$ cat src/rtl/mul_fx_pkg.sv
// Shared types and default geometry for the mul_fx serial fixed-point multiplier.
// Optional rounding is selected with MUL_FX_ROUND_EN (see mul_fx_round).
package mul_fx_pkg;

    typedef enum logic {
        IDLE = 1'b0,
        CALC = 1'b1
    } state_t;

    localparam int unsigned DEF_WIDTH = 24;
    localparam int unsigned DEF_FBITS = 23;

endpackage

$ cat src/rtl/mul_fx_round.sv
// Extracts the fixed-point result field from the full product and flags overflow.
// MUL_FX_ROUND_EN defined: round half up on bit FBITS-1; otherwise truncate.
module mul_fx_round
    import mul_fx_pkg::*;
#(
    parameter int unsigned WIDTH = DEF_WIDTH,
    parameter int unsigned FBITS = DEF_FBITS
) (
    input  logic [2*WIDTH-1:0] prod,
    output logic [WIDTH-1:0]   res,
    output logic               ovf
);

    logic [WIDTH-1:0] field;
    logic             hi_ovf;

    assign field  = prod[WIDTH+FBITS-1:FBITS];
    assign hi_ovf = |prod[2*WIDTH-1:WIDTH+FBITS];

    // Bits below the result field only matter when rounding consumes the top one.
    if (FBITS > 0) begin : g_low
        logic unused_low;
        assign unused_low = ^prod[FBITS-1:0];
    end

`ifdef MUL_FX_ROUND_EN
    logic           rbit;
    logic [WIDTH:0] rsum;

    if (FBITS > 0) begin : g_rbit
        assign rbit = prod[FBITS-1];
    end else begin : g_nobit
        assign rbit = 1'b0;
    end

    assign rsum = {1'b0, field} + {{WIDTH{1'b0}}, rbit};
    assign res  = rsum[WIDTH-1:0];
    assign ovf  = hi_ovf | rsum[WIDTH];
`else
    assign res = field;
    assign ovf = hi_ovf;
`endif

endmodule

$ cat src/rtl/mul_fx.sv
// Radix-2 shift-add unsigned fixed-point multiplier, one multiplier bit per cycle.
// Result rounding is controlled by MUL_FX_ROUND_EN inside mul_fx_round.
module mul_fx
    import mul_fx_pkg::*;
#(
    parameter int unsigned WIDTH = DEF_WIDTH,
    parameter int unsigned FBITS = DEF_FBITS
) (
    input  logic             clk,
    input  logic             rst_n,
    input  logic             start,
    input  logic [WIDTH-1:0] x,
    input  logic [WIDTH-1:0] y,
    output logic             busy,
    output logic             valid,
    output logic             ovf,
    output logic             zero,
    output logic [WIDTH-1:0] p
);

    localparam int unsigned CW = (WIDTH > 1) ? $clog2(WIDTH) : 1;

    state_t             state, state_nx;
    logic [WIDTH-1:0]   xr, yr;
    logic [2*WIDTH-1:0] acc, acc_nx;
    logic [CW-1:0]      cnt;
    logic               last;
    logic [WIDTH:0]     psum;
    logic [2*WIDTH:0]   wide;
    logic [WIDTH-1:0]   rres;
    logic               rovf;

    assign last = (cnt == CW'(WIDTH - 1));

    // Add into the upper half with carry, then shift the whole accumulator right.
    always_comb begin
        psum   = {1'b0, acc[2*WIDTH-1:WIDTH]} + (yr[0] ? {1'b0, xr} : '0);
        wide   = {psum, acc[WIDTH-1:0]};
        acc_nx = wide[2*WIDTH:1];
    end

    mul_fx_round #(
        .WIDTH(WIDTH),
        .FBITS(FBITS)
    ) u_round (
        .prod(acc_nx),
        .res (rres),
        .ovf (rovf)
    );

    always_ff @(posedge clk or negedge rst_n) begin
        if (!rst_n) state <= IDLE;
        else        state <= state_nx;
    end

    always_comb begin
        state_nx = state;
        if (start)
            state_nx = CALC;
        else if (state == CALC && last)
            state_nx = IDLE;
    end

    always_comb begin
        busy = (state == CALC);
    end

    always_ff @(posedge clk or negedge rst_n) begin
        if (!rst_n) begin
            xr    <= '0;
            yr    <= '0;
            acc   <= '0;
            cnt   <= '0;
            valid <= 1'b0;
            ovf   <= 1'b0;
            zero  <= 1'b0;
            p     <= '0;
        end else if (start) begin
            xr    <= x;
            yr    <= y;
            acc   <= '0;
            cnt   <= '0;
            valid <= 1'b0;
            ovf   <= 1'b0;
            zero  <= 1'b0;
        end else if (state == CALC) begin
            acc <= acc_nx;
            yr  <= yr >> 1;
            cnt <= cnt + CW'(1);
            // The final iteration's sum is evaluated directly so results land with busy dropping.
            if (last) begin
                if (rovf) begin
                    ovf   <= 1'b1;
                    valid <= 1'b0;
                    zero  <= 1'b0;
                    p     <= '0;
                end else begin
                    ovf   <= 1'b0;
                    valid <= 1'b1;
                    zero  <= (rres == '0);
                    p     <= rres;
                end
            end
        end
    end

endmodule

$ cat config.mk
export PLATFORM = sky130hd
export DESIGN_NAME = mul_fx
export DESIGN_NICKNAME = d
export VERILOG_FILES = /design/src/rtl/mul_fx_pkg.sv /design/src/rtl/mul_fx_round.sv /design/src/rtl/mul_fx.sv
export SDC_FILE = /design/constraint.sdc
export NUM_CORES = 1
export LEC_CHECK = 0
export ABC_CLOCK_PERIOD_IN_PS = 4100
export BUFFER_PORTS_ARGS = -buffer_cell sky130_fd_sc_hd__buf_2
export CORE_MARGIN = 8
export CORE_UTILIZATION = 25
export DETAILED_ROUTE_END_ITERATION = 16
export GPL_ROUTABILITY_DRIVEN = 0
export HOLD_SLACK_MARGIN = 0.05
export SLEW_MARGIN = 20
export SYNTH_ARGS = -nofsm -noshare
export SYNTH_HDL_FRONTEND = slang
export SYNTH_SLANG_ARGS = --single-unit
export TNS_END_PERCENT = 20
$ cat constraint.sdc
create_clock -name clk -period 4.1 [get_ports clk]
set_input_delay 0.205 -clock clk [delete_from_list [all_inputs] [get_ports clk]]
set_output_delay 0.205 -clock clk [all_outputs]
set_load 0.05 [all_outputs]
== After elaboration in Yosys (flattened, before gate mapping) ==
Cells that the tools add are included.

* Reductions and logical operators: 7
* Bitwise operators: 1
* Eq/ne operators: 1
* Muxes and demuxes: 22
* Add/subtract/negate cells: 2

{| class="wikitable"
|+ Operator list
! cell !! count
|-
| $mux 24 || 4
|-
| $mux 48 || 2
|-
| $add 24x24->25 || 1
|-
| $logic_not 24->1 || 1
|-
| $mux 1 || 14
|-
| $mux 5 || 2
|-
| $reduce_bool 2->1 || 3
|-
| $add 5x1->5 const B || 1
|-
| $eq 5x5->1 const B || 1
|-
| $reduce_and 3->1 || 1
|-
| $reduce_and 2->1 || 1
|-
| $logic_and 1x1->1 || 1
|-
| $not 1->1 || 1
|}

* Output and inout port bits: 28
* Input bits: 51
* Register bits: 129

== Logic depth before layout (Yosys ltp) ==
* Word-level depth: 7
* Gate-level depth with buffers: 13
* Depth with buffers taken out: 12

== Modules after synthesis ==
A second synthesis with hierarchy kept.

* Cells, all modules: 723
* Area total of the unflattened synthesis: 7120.6 um^2

{| class="wikitable"
|+ By module, submodules not included
! module !! area each (um^2) !! cells an instance !! seq. area each (um^2) !! times used
|-
| mul_fx || 6932.9 || 698 || 3203.1 || 1
|-
| mul_fx_round || 187.7 || 25 || 0.0 || 1
|}

== Least setup slack after synthesis ==
No wires, ideal clock.

* Kind: reg-to-reg
* From: register yr[0]
* To: register zero
* Data arrival time: 3368 ps
* Buffers on the path: 2
* Slack: 666 ps
* Setup time: 66 ps
* Data required time: 4034 ps
* Cell stages (with the launch flop): 14
* Path through: dfrtp_1 > clkbuf_1 > and2_1 > ha_1 > buf_6 > and4_4 > and3_4 > a21boi_4 > or3_4 > xor2_2 > nor4b_2 > or4b_1 > or4_1 > nand2_1

* Longest elaborated chain between the ends: 7

{| class="wikitable"
|+ RTL lines
! element !! line !! source
|-
| start, declared || mul_fx.sv:24 || <nowiki>logic [WIDTH-1:0] xr, yr;</nowiki>
|-
| start signal, assigned || mul_fx.sv:80 || <nowiki>yr <= y;</nowiki>
|-
| start signal, assigned || mul_fx.sv:88 || <nowiki>yr <= yr >> 1;</nowiki>
|-
| $mux 24 * || mul_fx.sv:37 || <nowiki>psum = {1'b0, acc[2*WIDTH-1:WIDTH]} + (yr[0] ? {1'b0, xr} : '0);</nowiki>
|-
| $add 24x24->25 * || mul_fx.sv:37 ||
|-
| $logic_not 24->1 || mul_fx.sv:100 || <nowiki>zero <= (rres == '0);</nowiki>
|-
| $mux 1 * || mul_fx.sv:92 || <nowiki>if (rovf) begin</nowiki>
|-
| $mux 1 * || mul_fx.sv:91 || <nowiki>if (last) begin</nowiki>
|-
| $mux 1 * || mul_fx.sv:86 || <nowiki>end else if (state == CALC) begin</nowiki>
|-
| $mux 1 * || mul_fx.sv:78 || <nowiki>end else if (start) begin</nowiki>
|-
| end signal, assigned || mul_fx.sv:100 ||
|-
| end, declared || mul_fx.sv:17 || <nowiki>output logic zero,</nowiki>
|}

Every way passes the cells marked *; elsewhere a longest branch is shown, timed or not. The select of a mux whose other input is x is not followed.
A chain may end at the register's enable or synchronous reset.

== Final worst setup path ==
Ends and elaborated chain as after synthesis.

==> results.tsv <==
metric	value	unit
antenna violations before repair	1	
Mapped Avg Cell Area	10.11	µm²
Startpoint Class	register	
Cell Chain, Critical Path	and2_1 > ha_1 > fa_1 > a21oi_1 > or2_2 > a21boi_4 > or3_4 > xor2_2 > nor4b_2 > or4b_1 > or4_1 > nand2_1	
share of cells above drive strength 1	22.02	%
Clock power frac	31.8	%
crit path kind	reg2reg	
CTS buffer count	9	
Psw	0.0009086	W
syn_nets	651	
total grt overflow	0	
wire per inst	15.87	µm
Cells after Synth	574	
worst skew pair latency	360	ps
RR Startpoint	yr[0]$_DFFE_PN0P_	
Hold Path End	yr[13]$_DFFE_PN0P_	
Crit path required time	4400	ps
Worst R2R End	zero$_DFFE_PN0P_	
combinational share of power	25.2	%
chip height	168.4	µm
DR iter-0 viols	313	
Vias	4526	
Port Buf Inserts	78	
crit-path max FO	12	
skew final	11.80	ps
status	completed	
total track usage	10.79	%
DP Worst Slack	337.2	ps
max cap viols	0	
Sw Share	32.94	%
Post-synth ARST share	100.0	%
unrepaired setup endpoints after global routing	no	
DRC viols	0	
Internal	0.001850	W
worst hold stages	3	
CTS Root Cell	clkbuf_16	
Max-slew headroom	43.17	%
die area	0.02834	mm²
slowest stage cell, crit path	or4_1	
worst vdd ir	186.5	µV
largest net degree at the start of global routing	85	
Clock Sinks	105	
final hold vios	0	
Max stage delay on crit path	500	ps
R2R setup slack	310	ps
CTS tree	built	
Worst Tran Pin Value	852.5	ps
core area	0.02271	mm²
Post-Route WL	15050	µm
Post-layout nets	735	
fin. max-slew vios	0	
Final Critical Period	3788	ps
EDFF count, synth	0	
DR vias/cell	4.774	
Period Utilization, post-route	92.38	%
utilization after layout	30.69	%
ranking of synthesized cells by area	dfrtp_1 45%, mux2i_1 6.9%, ha_1 5.4%, mux2_2 4.7%, nand2_1 3.5%	
worst reg2reg path depth	12	
Area Overhead vs Synth	20.12	%
DRT antenna net count	0	
Pleak	3.522	nW
Yosys reg bits	105	
Initial Util	25.55	%
Final WS setup	312.3	ps
post-cts sizing count	0	
Fmax	264.0	MHz
Worst-path clk slew	80	ps
unique cell type count in the Yosys netlist	66	
Synth Flop Type	dfrtp_1	
CP Capture Type	register	
first-pass GRT wire length	24720	µm
Die Span X	168.4	µm
post-DP HPWL	11210	µm
Worst EP arrival	4080	ps
worst hold slack	58.49	ps
final setup TNS	0	ps
DR pass1 iterations	4	
library cell with the largest summed area after synthesis	dfrtp_1	
Flop pwr share	43.1	%
HP Class	in2reg	
vias in the first global route	4593	
worst-case clock buffer depth	2	
sequential area share after synthesis	45.28	%
H-tree levels	3	
Ports	79	
final setup fails	0	
cell area after synthesis	0.005803	mm²
hold_sp	y[13]	
Yosys top cell area share	45.28	%
cell row count	55	
ant diodes	0	
Power Density	395.7	mW/mm²
Ys Warns	0	
==> sequential cells by signal (all words and copies together), names as in the netlist <==
name,cells
xr,24
cnt,5
acc,24
ovf,1
zero,1
valid,1
p,24
yr,24
busy,1
==> cells by family after synthesis <==
kind of cell    Yosys count  share of synthesized area (%)
fa+ha+maj                26                          5.735
simple gates            192                          16.32
mux                      64                          11.56
compound gates          133                          15.48
xor+xnor                 20                          3.148
flops                   105                          45.28
buf+inv                  34                          2.479
==> placed cells by master, fill, tap and decap left out, types with 5 or more instances in the layout <==
master	n
a21o_1	10
a21oi_1	24
a22o_1	16
and2_1	26
buf_2	76
buf_4	12
clkbuf_16	9
dfrtp_1	104
dlygate4sd3_1	16
ha_1	25
mux2_2	24
mux2i_1	40
nand2_1	54
nand3_1	10
nand4_1	6
nor2_1	52
nor2b_1	6
nor3_1	13
o21ai_0	40
o31ai_1	7
or3_1	5
xnor2_1	7
xor2_1	12
==> layer usage <==
metal	part of all wire (%)	wire length (µm)	track usage (%)
met1	48	7278	14.09
met2	45	6708	16.75
met3	5.5	833	3.555
met4	1.4	217	3.028
met5	0.053	8	0
==> worst max-delay path by stage <==
| stage | to | start | cells after the start | slack [ps] |
|---|---|---|---|---|
| final | zero$_DFFE_PN0P_ | yr[0]$_DFFE_PN0P_ | 12 | 310 |
| after global routing | p[0]$_DFFE_PN0P_ | yr[0]$_DFFE_PN0P_ | 12 | 110 |
| after CTS | zero$_DFFE_PN0P_ | yr[0]$_DFFE_PN0P_ | 12 | 310 |
| after detailed placement | zero$_DFFE_PN0P_ | yr[0]$_DFFE_PN0P_ | 12 | 340 |
| after global placement | zero$_DFFE_PN0P_ | yr[0]$_DFFE_PN0P_ | 12 | 370 |
| after floorplan | zero$_DFFE_PN0P_ | yr[0]$_DFFE_PN0P_ | 13 | 670 |
==> critical path: cells and delay by family, from the launching register on <==
kind	cells	cell delay [ps]
and+or+nand+nor	7	2110
adders and majority gates	2	630
DFF	1	490
AOI/OAI and AO/OA	2	320
xor gates and xnor gates	1	170
==> cell usage after synthesis (2+ instances only) <==
| cell | instances |
|---|---|
| a31oi_1 | 4 |
| nor2b_1 | 6 |
| o2111ai_1 | 2 |
| a21o_1 | 10 |
| o21a_1 | 3 |
| mux2i_1 | 40 |
| nor3_1 | 13 |
| a21oi_1 | 24 |
| or4_1 | 4 |
| and2_1 | 26 |
| nand2_1 | 54 |
| dfrtp_1 | 105 |
| o21ai_0 | 40 |
| buf_1 | 5 |
| xnor2_1 | 7 |
| o31ai_1 | 7 |
| inv_1 | 2 |
| ha_1 | 25 |
| o22ai_1 | 2 |
| nand3b_1 | 2 |
| nand2b_1 | 2 |
| nand4_1 | 6 |
| buf_6 | 2 |
| a211oi_1 | 3 |
| nor2_1 | 52 |
| a22o_1 | 16 |
| nand3_1 | 10 |
| mux2_2 | 24 |
| xor2_1 | 12 |
| or2_2 | 2 |
| o211ai_1 | 2 |
| nor4_1 | 2 |
| or3_1 | 5 |
| clkbuf_1 | 23 |
==> what timing repair did <==
action                                 CTS  global route
buffers inserted                         0             0
endpoints found under the hold margin   32             0
hold buffers                            16             0
==> through the flow <==
step | area (µm²) | cells | power, W
after detailed placement | 6499 | 916 | 0.001895
after global placement | 6499 | 916 | 0.001887
after CTS | 6970 | 948 | 0.002799
after global routing | 6970 | 948 | 0.002928
after floorplan | 5803 | 574 | 0.001691
final | 6970 | 948 | 0.002758
==> power by group through the flow <==
stage	Sequential, W	Clock, W	Combinational [W]
after global placement	0.00121	0	0.000680
after global routing	0.00120	0.000946	0.000779
after floorplan	0.00120	0	0.000495
final	0.00119	0.000876	0.000694
after CTS	0.00119	0.000909	0.000700
after detailed placement	0.00121	0	0.000686
==> cell type report <==
| cell class | count | area, µm² |
|---|---|---|
| inverter | 3 | 11.26 |
| clock inverter | 7 | 86.33 |
| tap | 285 | 356.6 |
| sequential | 105 | 2629 |
| multi-input combinational | 435 | 3032 |
| fill | 2396 | 15740 |
| timing repair buffer | 104 | 630.6 |
| clock buffer | 9 | 225.2 |
Note: power is estimated with default switching activity, not from simulation.
